**src/rtl/mult_operand_ctrl.sv**
```systemverilog
`default_nettype none
// ============================================================================
// Module  : mult_operand_ctrl
// Brief   : Operand capture and start/done sequencer for the signed multiplier.
// Revision: 1.0
// ============================================================================
module mult_operand_ctrl #(
    parameter int WIDTH   = 8,
    parameter int TIMEOUT = 64
) (
    input  logic                 clk,
    input  logic                 rst,
    input  logic                 btn_load,
    input  logic                 btn_clear,
    input  logic [WIDTH-1:0]     sw,
    input  logic                 mult_done,
    input  logic [2*WIDTH-1:0]   mult_product,
    output logic [WIDTH-1:0]     op_a,
    output logic [WIDTH-1:0]     op_b,
    output logic                 mult_start,
    output logic [2*WIDTH-1:0]   product,
    output logic                 result_valid,
    output logic                 err,
    output logic [2:0]           state
);

    localparam int c_CW = (TIMEOUT > 2) ? $clog2(TIMEOUT) : 1;
    localparam logic [c_CW-1:0] c_CNT_LAST = c_CW'(TIMEOUT - 1);

    typedef enum logic [2:0] {
        S_WAIT_A = 3'd0,
        S_WAIT_B = 3'd1,
        S_BUSY   = 3'd2,
        S_SHOW   = 3'd3,
        S_ERR    = 3'd4
    } state_t;

    state_t               r_state;
    logic                 r_load_q;
    logic                 r_clear_q;
    logic [WIDTH-1:0]     r_op_a;
    logic [WIDTH-1:0]     r_op_b;
    logic                 r_start;
    logic [2*WIDTH-1:0]   r_product;
    logic                 r_valid;
    logic                 r_err;
    logic [c_CW-1:0]      r_cnt;

    logic                 w_load_ev;
    logic                 w_clear_ev;

    // Edge registers reset high so a button held through reset is not an event.
    assign w_load_ev  = btn_load  & ~r_load_q;
    assign w_clear_ev = btn_clear & ~r_clear_q;

    always_ff @(posedge clk or posedge rst) begin
        if (rst) begin
            r_state   <= S_WAIT_A;
            r_load_q  <= 1'b1;
            r_clear_q <= 1'b1;
            r_op_a    <= '0;
            r_op_b    <= '0;
            r_start   <= 1'b0;
            r_product <= '0;
            r_valid   <= 1'b0;
            r_err     <= 1'b0;
            r_cnt     <= '0;
        end else begin
            r_load_q  <= btn_load;
            r_clear_q <= btn_clear;
            r_start   <= 1'b0;
            if (w_clear_ev) begin
                r_op_a    <= '0;
                r_op_b    <= '0;
                r_product <= '0;
                r_valid   <= 1'b0;
                r_err     <= 1'b0;
                r_state   <= S_WAIT_A;
            end else begin
                case (r_state)
                    S_WAIT_A: begin
                        if (w_load_ev) begin
                            r_op_a  <= sw;
                            r_state <= S_WAIT_B;
                        end
                    end
                    S_WAIT_B: begin
                        if (w_load_ev) begin
                            r_op_b  <= sw;
                            r_start <= 1'b1;
                            r_cnt   <= '0;
                            r_state <= S_BUSY;
                        end
                    end
                    S_BUSY: begin
                        r_cnt <= r_cnt + c_CW'(1);
                        // Done takes priority over a coincident timeout.
                        if (mult_done) begin
                            r_product <= mult_product;
                            r_valid   <= 1'b1;
                            r_state   <= S_SHOW;
                        end else if (r_cnt == c_CNT_LAST) begin
                            r_err   <= 1'b1;
                            r_state <= S_ERR;
                        end
                    end
                    S_SHOW: begin
                        if (w_load_ev) begin
                            r_op_a  <= sw;
                            r_valid <= 1'b0;
                            r_state <= S_WAIT_B;
                        end
                    end
                    S_ERR: begin
                        r_state <= S_ERR;
                    end
                    default: begin
                        r_state <= S_WAIT_A;
                    end
                endcase
            end
        end
    end

    assign op_a         = r_op_a;
    assign op_b         = r_op_b;
    assign mult_start   = r_start;
    assign product      = r_product;
    assign result_valid = r_valid;
    assign err          = r_err;
    assign state        = r_state;

endmodule
`default_nettype wire

```
**config.mk**
```make
export PLATFORM = sky130hd
export DESIGN_NAME = mult_operand_ctrl
export DESIGN_NICKNAME = d
export VERILOG_FILES = /design/src/rtl/mult_operand_ctrl.sv
export SDC_FILE = /design/constraint.sdc
export NUM_CORES = 1
export LEC_CHECK = 0
export BUFFER_PORTS_ARGS = -buffer_cell sky130_fd_sc_hd__buf_2
export CORE_ASPECT_RATIO = 1.4
export CORE_MARGIN = 8
export CORE_UTILIZATION = 49
export DETAILED_ROUTE_END_ITERATION = 12
export GPL_TIMING_DRIVEN = 0
export HOLD_SLACK_MARGIN = 0.06
export PLACE_DENSITY = 0.78
export SLEW_MARGIN = 20
export SYNTH_ARGS = -nofsm -noshare
export SYNTH_HDL_FRONTEND = slang
export SYNTH_SLANG_ARGS = --single-unit
```
**constraint.sdc**
```tcl
create_clock -name clk -period 1.76 [get_ports clk]
set_input_delay 0.264 -clock clk [delete_from_list [all_inputs] [get_ports clk]]
set_output_delay 0.264 -clock clk [all_outputs]
set_load 0.02 [all_outputs]
```
* Yosys cells after proc, flatten, opt, wreduce, memory -nomap -nowiden
Index checks and enable logic that the tools add are counted.
** Storage, ports and cells
- Register bits :: 46
- Input port bits :: 29
- Output and inout port bits :: 38
** Operators by class
- Add/sub/neg operators :: 1
- Equality and inequality tests :: 12
- Muxes and demuxes :: 27
- Bitwise gates (word level) :: 5
- Reduce and logical (&&, ||, !) cells :: 17
** Operators with widths (number)
- $mux W16 :: 3
- $mux W8 :: 5
- $mux W3 :: 5
- $reduce_bool A2 Y1 :: 7
- $pmux W3 S4 :: 1
- $pmux W6 S2 :: 1
- $reduce_and A3 Y1 :: 4
- $mux W1 :: 10
- $ne A3 B3 Y1 const B :: 3
- $add A6 B1 Y6 const B :: 1
- $eq A3 B2 Y1 const B :: 2
- $eq A6 B6 Y1 const B :: 1
- $mux W6 :: 1
- $reduce_and A2 Y1 :: 3
- $ne A4 B4 Y1 const B :: 1
- $eq A3 B1 Y1 const B :: 1
- $eq A3 B3 Y1 const B :: 1
- $logic_not A3 Y1 :: 1
- $ne A3 B1 Y1 const B :: 1
- $not A1 Y1 :: 3
- $reduce_bool A3 Y1 :: 1
- $and A1 B1 Y1 :: 2
- $ne A2 B1 Y1 const B :: 1
- $ne A2 B2 Y1 const B :: 1
- 2 further kinds :: 2

* Longest topological paths before layout
- Depth in word-level cells :: 5
- Mapped depth :: 6

* Worst setup path after synthesis
Ideal clock, no wire load.
- Path type :: flip-flop to flip-flop
- From :: register r_state[1] (netlist: state[1])
- To :: register r_cnt[5]
- Setup time :: 0.076 ns
- Arrival time :: 1.418 ns
- Data required time :: 1.684 ns
- Setup slack :: 0.266 ns
- Stages on the path, launching flop included :: 6
- Period minus slack after synthesis :: 1.494 ns
- Cells stage by stage :: dfrtp_1 > buf_4 > nand4b_1 > or3_1 > or3_1 > o21ai_1
** Between the ends
- Cells in the longest elaborated chain, start to end :: 3
- Elaborated cells between the ends (all ways) :: 6
- Classes of those cells :: 3 x eq/ne; 1 x mux; 2 x reduce/logical
** Ends and longest elaborated chain
- start, declared :: line 38 : state_t r_state;
- start signal, assigned :: line 58 : r_state <= S_WAIT_A;
- start signal, assigned :: line 78 : r_state <= S_WAIT_A;
- start signal, assigned :: line 84 : r_state <= S_WAIT_B;
- $eq A3 B1 Y1 / $eq A3 B2 Y1 (equally long branches) :: line 80 : case (r_state)
- $ne A2 B2 Y1 (no source line) / $reduce_bool A2 Y1 (equally long branches)
- $reduce_and A3 Y1 (no source line)
- end signal, assigned :: line 96 : r_cnt <= r_cnt + c_CW'(1);
- end, declared :: line 47 : logic [c_CW-1:0] r_cnt;
Several ways; a longest one is shown, not always the timed one.
A chain may end at the register's enable or synchronous reset.

* Worst setup path after layout
- From :: register r_clear_q
- To :: register r_product[7] (netlist: product[7])
** Between the ends
- Cells in the longest elaborated chain, start to end :: 4
- Elaborated cells between the ends (all ways) :: 6
- Classes of those cells :: 1 x mux; 2 x bitwise; 3 x reduce/logical
** Ends and longest elaborated chain
- start, declared :: line 40 : logic r_clear_q;
- start signal, assigned :: line 70 : r_clear_q <= btn_clear;
- $not A1 Y1 * :: line 54 : assign w_clear_ev = btn_clear & ~r_clear_q;
- $and A1 B1 Y1 * :: line 54
- $reduce_bool A2 Y1 (no source line)
- $reduce_and A2 Y1 (no source line)
- end signal, assigned :: line 99 : r_product <= mult_product;
- end, declared :: line 44 : logic [2*WIDTH-1:0] r_product;
Mark *: on every way between the ends. The rest lies on a longest branch, timed or not.

==> impl_metrics.yaml <==
floorplan:
  rows: 27
  die-area_um2: 6290
  fp.coreArea_um2: 3880
  dieWidth_um: 69.4
  die_h_um: 90.7
  pin_count: 67
  initial_core_util: 0.503
worst_setup_path:
  crit_path_start_kind: "register"
  crit_type: "reg -> reg"
  arrival_ns: 1.83
  critPathCaptureType: "register"
  cp_max_fo: 10
  required_ns: 1.99
layout:
  multiInputGateArea_um2: 727
  stdcell_count: 280
  nFillCells: 310
  areaGrowthSynthToFinish_pct: 26.5
  seqCellArea_um2: 1150
  antenna-diode-count: 0
  layout-drive-gt1-share: 0.384
  fin_nets: 266
power:
  comb_power_share: 0.371
  ir_worst_vdd_v: 0.00101
  power_switching_mw: 1.28
  leakage_nw: 1.39
  power.internal_mw: 2.17
  power_mw: 3.46
  p_clk_frac: 0.189
  swShare: 0.371
  seqPwrFrac: 0.440
  cellPowerDensity_nw_per_um2: 1400
grt:
  grt_max_degree: 25
  grt_pass1_wl_mm: 7.55
  antenna_found_initial: 0
  track_usage: 0.143
  first_global_vias: 1566
  global_route.overflow_total: 0
clock_tree:
  cts_tree: "yes"
  clk_pin_slew_worst_paths_ns: 0.08
  cts_sinks: 46
  cts.path.max_buffers: 2
  numCtsBuffers: 5
  cts_max_level: 2
  post-cts-setup-buffer-count: 0
  holdBufCountCts: 1
  clk_latency_ns: 0.29
  cts_root_buffer: "clkbuf_8"
  cts-resized-gates: 0
sta:
  finalHoldViolCount: 0
  fin_crit_ns: 1.60
  fin_crit_sh: 0.908
  setup-violations-final: 0
  rsz0062_at_grt: "no"
  finalMaxSlewViolations: 0
  fin_skew_ns: 0.00729
  clock.fmax_mhz: 626
  worst_slew_pin_slew_ns: 0.532
  timing.slew.headroom: 0.645
route:
  vias: 1470
  routedWlPerCell_um: 15.7
  viasPerCell: 5.25
  drtPass1Iterations: 4
  drt_wl_total_mm: 4.38
  drt_iter0_markers: 65
  ant_nets: 0
  drc: 0
logic_synthesis:
  syn_inst: 161
  ys_ff_latch: 46
  syn_area_um2: 1950
  synth_fp_nets: 191
  ys.flop_type: "dfrtp_1"
  synthArstFlopShare: 1.00
  syn_avg_cell_area_um2: 12.1
  synth_cell_types: 36
  yosysSeqAreaShare: 0.591
  synth_edf_count: 0
  yosysWarnings: 0
place:
  portBuffers: 66
  dp.cells: 271
  gp_congestion: 0.757
  dp_hpwl_mm: 3.35
status:
  outcome: "finished, final reports clean"
min_path:
  min_path_type: "in -> reg"
flow_run:
  maxCapViolations: 0
## cells in the final DEF, fill, tap and decap left out, types with 2 or more instances in the layout
master     n
or3_1      3
nand2b_1   3
mux2i_1   17
buf_4      4
a21oi_1    3
nand3b_1   4
xnor2_1    3
nor2_1    22
dfrtp_1   44
dfstp_2    2
o21ai_0    5
nor3_2     2
buf_2     67
nand2_1    5
clkbuf_1   2
a22o_1    17
inv_1      4
clkbuf_8   6
## flip-flops by register name (all words and copies together) (netlist names), 3 cells and up
| register | cells |
|---|---|
| op_a | 8 |
| op_b | 8 |
| product | 16 |
| state | 3 |
| r_cnt | 6 |
## final cells by class
cell class              count  share of cell area
flip-flops and latches     46               0.467
clock inverters             2             0.00507
multi-input cells         102               0.294
clock buffers               6              0.0334
well taps                  43              0.0218
inverters                   5             0.00760
repair buffers             68               0.149
plain buffers               8              0.0218
## cells by family (layout without fill, tap and decap cells)
kind of cell    Yosys count  count (layout)  synth area share
compound gates           29              29             0.111
fa+ha+maj                 1               1           0.00641
flops                    46              46             0.591
simple gates             50              50             0.144
mux                      18              18            0.0929
buf+inv                  13              89            0.0372
xor+xnor                  4               4            0.0179
## through the flow
| stage | utilization | setup TNS, ns | hold slack (ns) | setup slack (ns) | instance area, µm² |
|---|---|---|---|---|---|
| after detailed placement | 0.609 | 0 | 0.338 | 0.175 | 2360 |
| after global placement | 0.602 | -6.25 | 0.379 | -0.144 | 2340 |
| after floorplan | - | 0 | 0.268 | 0.266 | 1950 |
| after CTS | 0.636 | 0 | 0.0671 | 0.151 | 2470 |
| final | 0.636 | 0 | 0.0725 | 0.163 | 2470 |
| after global routing | 0.636 | 0 | 0.0639 | 0.0367 | 2470 |
## cell usage after synthesis (2+ instances only)
cell      count  area [µm²]
buf_4         4        30.0
dfstp_2       2        52.6
nand2_1       5        18.8
inv_1         5        18.8
nor2_1       22        82.6
clkbuf_1      2        7.51
a21oi_1       3        15.0
o21ai_0       5        25.0
or3_1         3        18.8
nand3b_1      4        30.0
a22o_1       17         149
mux2i_1      17         170
nor3_2        2        20.0
xnor2_1       3        26.3
dfrtp_1      44        1100
nand2b_1      3        18.8
## worst paths after layout
kind	startpoint	end	slack, ns	cells past startpoint
worst min-delay path	btn_clear	r_clear_q	0.07	1
worst min register to register	product[4]	product[4]	0.51	1
worst max-delay path	r_clear_q	product[7]	0.16	5
worst max register to register	r_clear_q	product[7]	0.16	5
min in group asynchronous	rst	product[5]	0.56	3
max in group asynchronous	rst	r_cnt[2]	0.71	4
## worst max-delay path, cell delays in order, from the launching register on
cell	delay (ns)
dfstp_2	0.53
nor2b_2	0.06
buf_6	0.15
nor3_2	0.39
buf_4	0.26
a22o_1	0.15
## layer usage
metal  vias to the layer above  part of all wire  global-route usage
li1                        714                 -                   -
met1                       713              0.41               0.165
met2                        35              0.52               0.234
met3                         8             0.053              0.0506
met4                         0             0.015              0.0515
met5                         -                 0                   0
## power by group through the flow
stage	registers [mW]	clock network, mW	logic, mW
detailed placement	1.53	0	1.30
global route	1.56	0.715	1.41
finish	1.52	0.652	1.28
CTS	1.52	0.675	1.31
floorplan	1.80	0	0.606
global placement	1.53	0	1.27
Note: power is estimated with default switching activity, not from simulation.
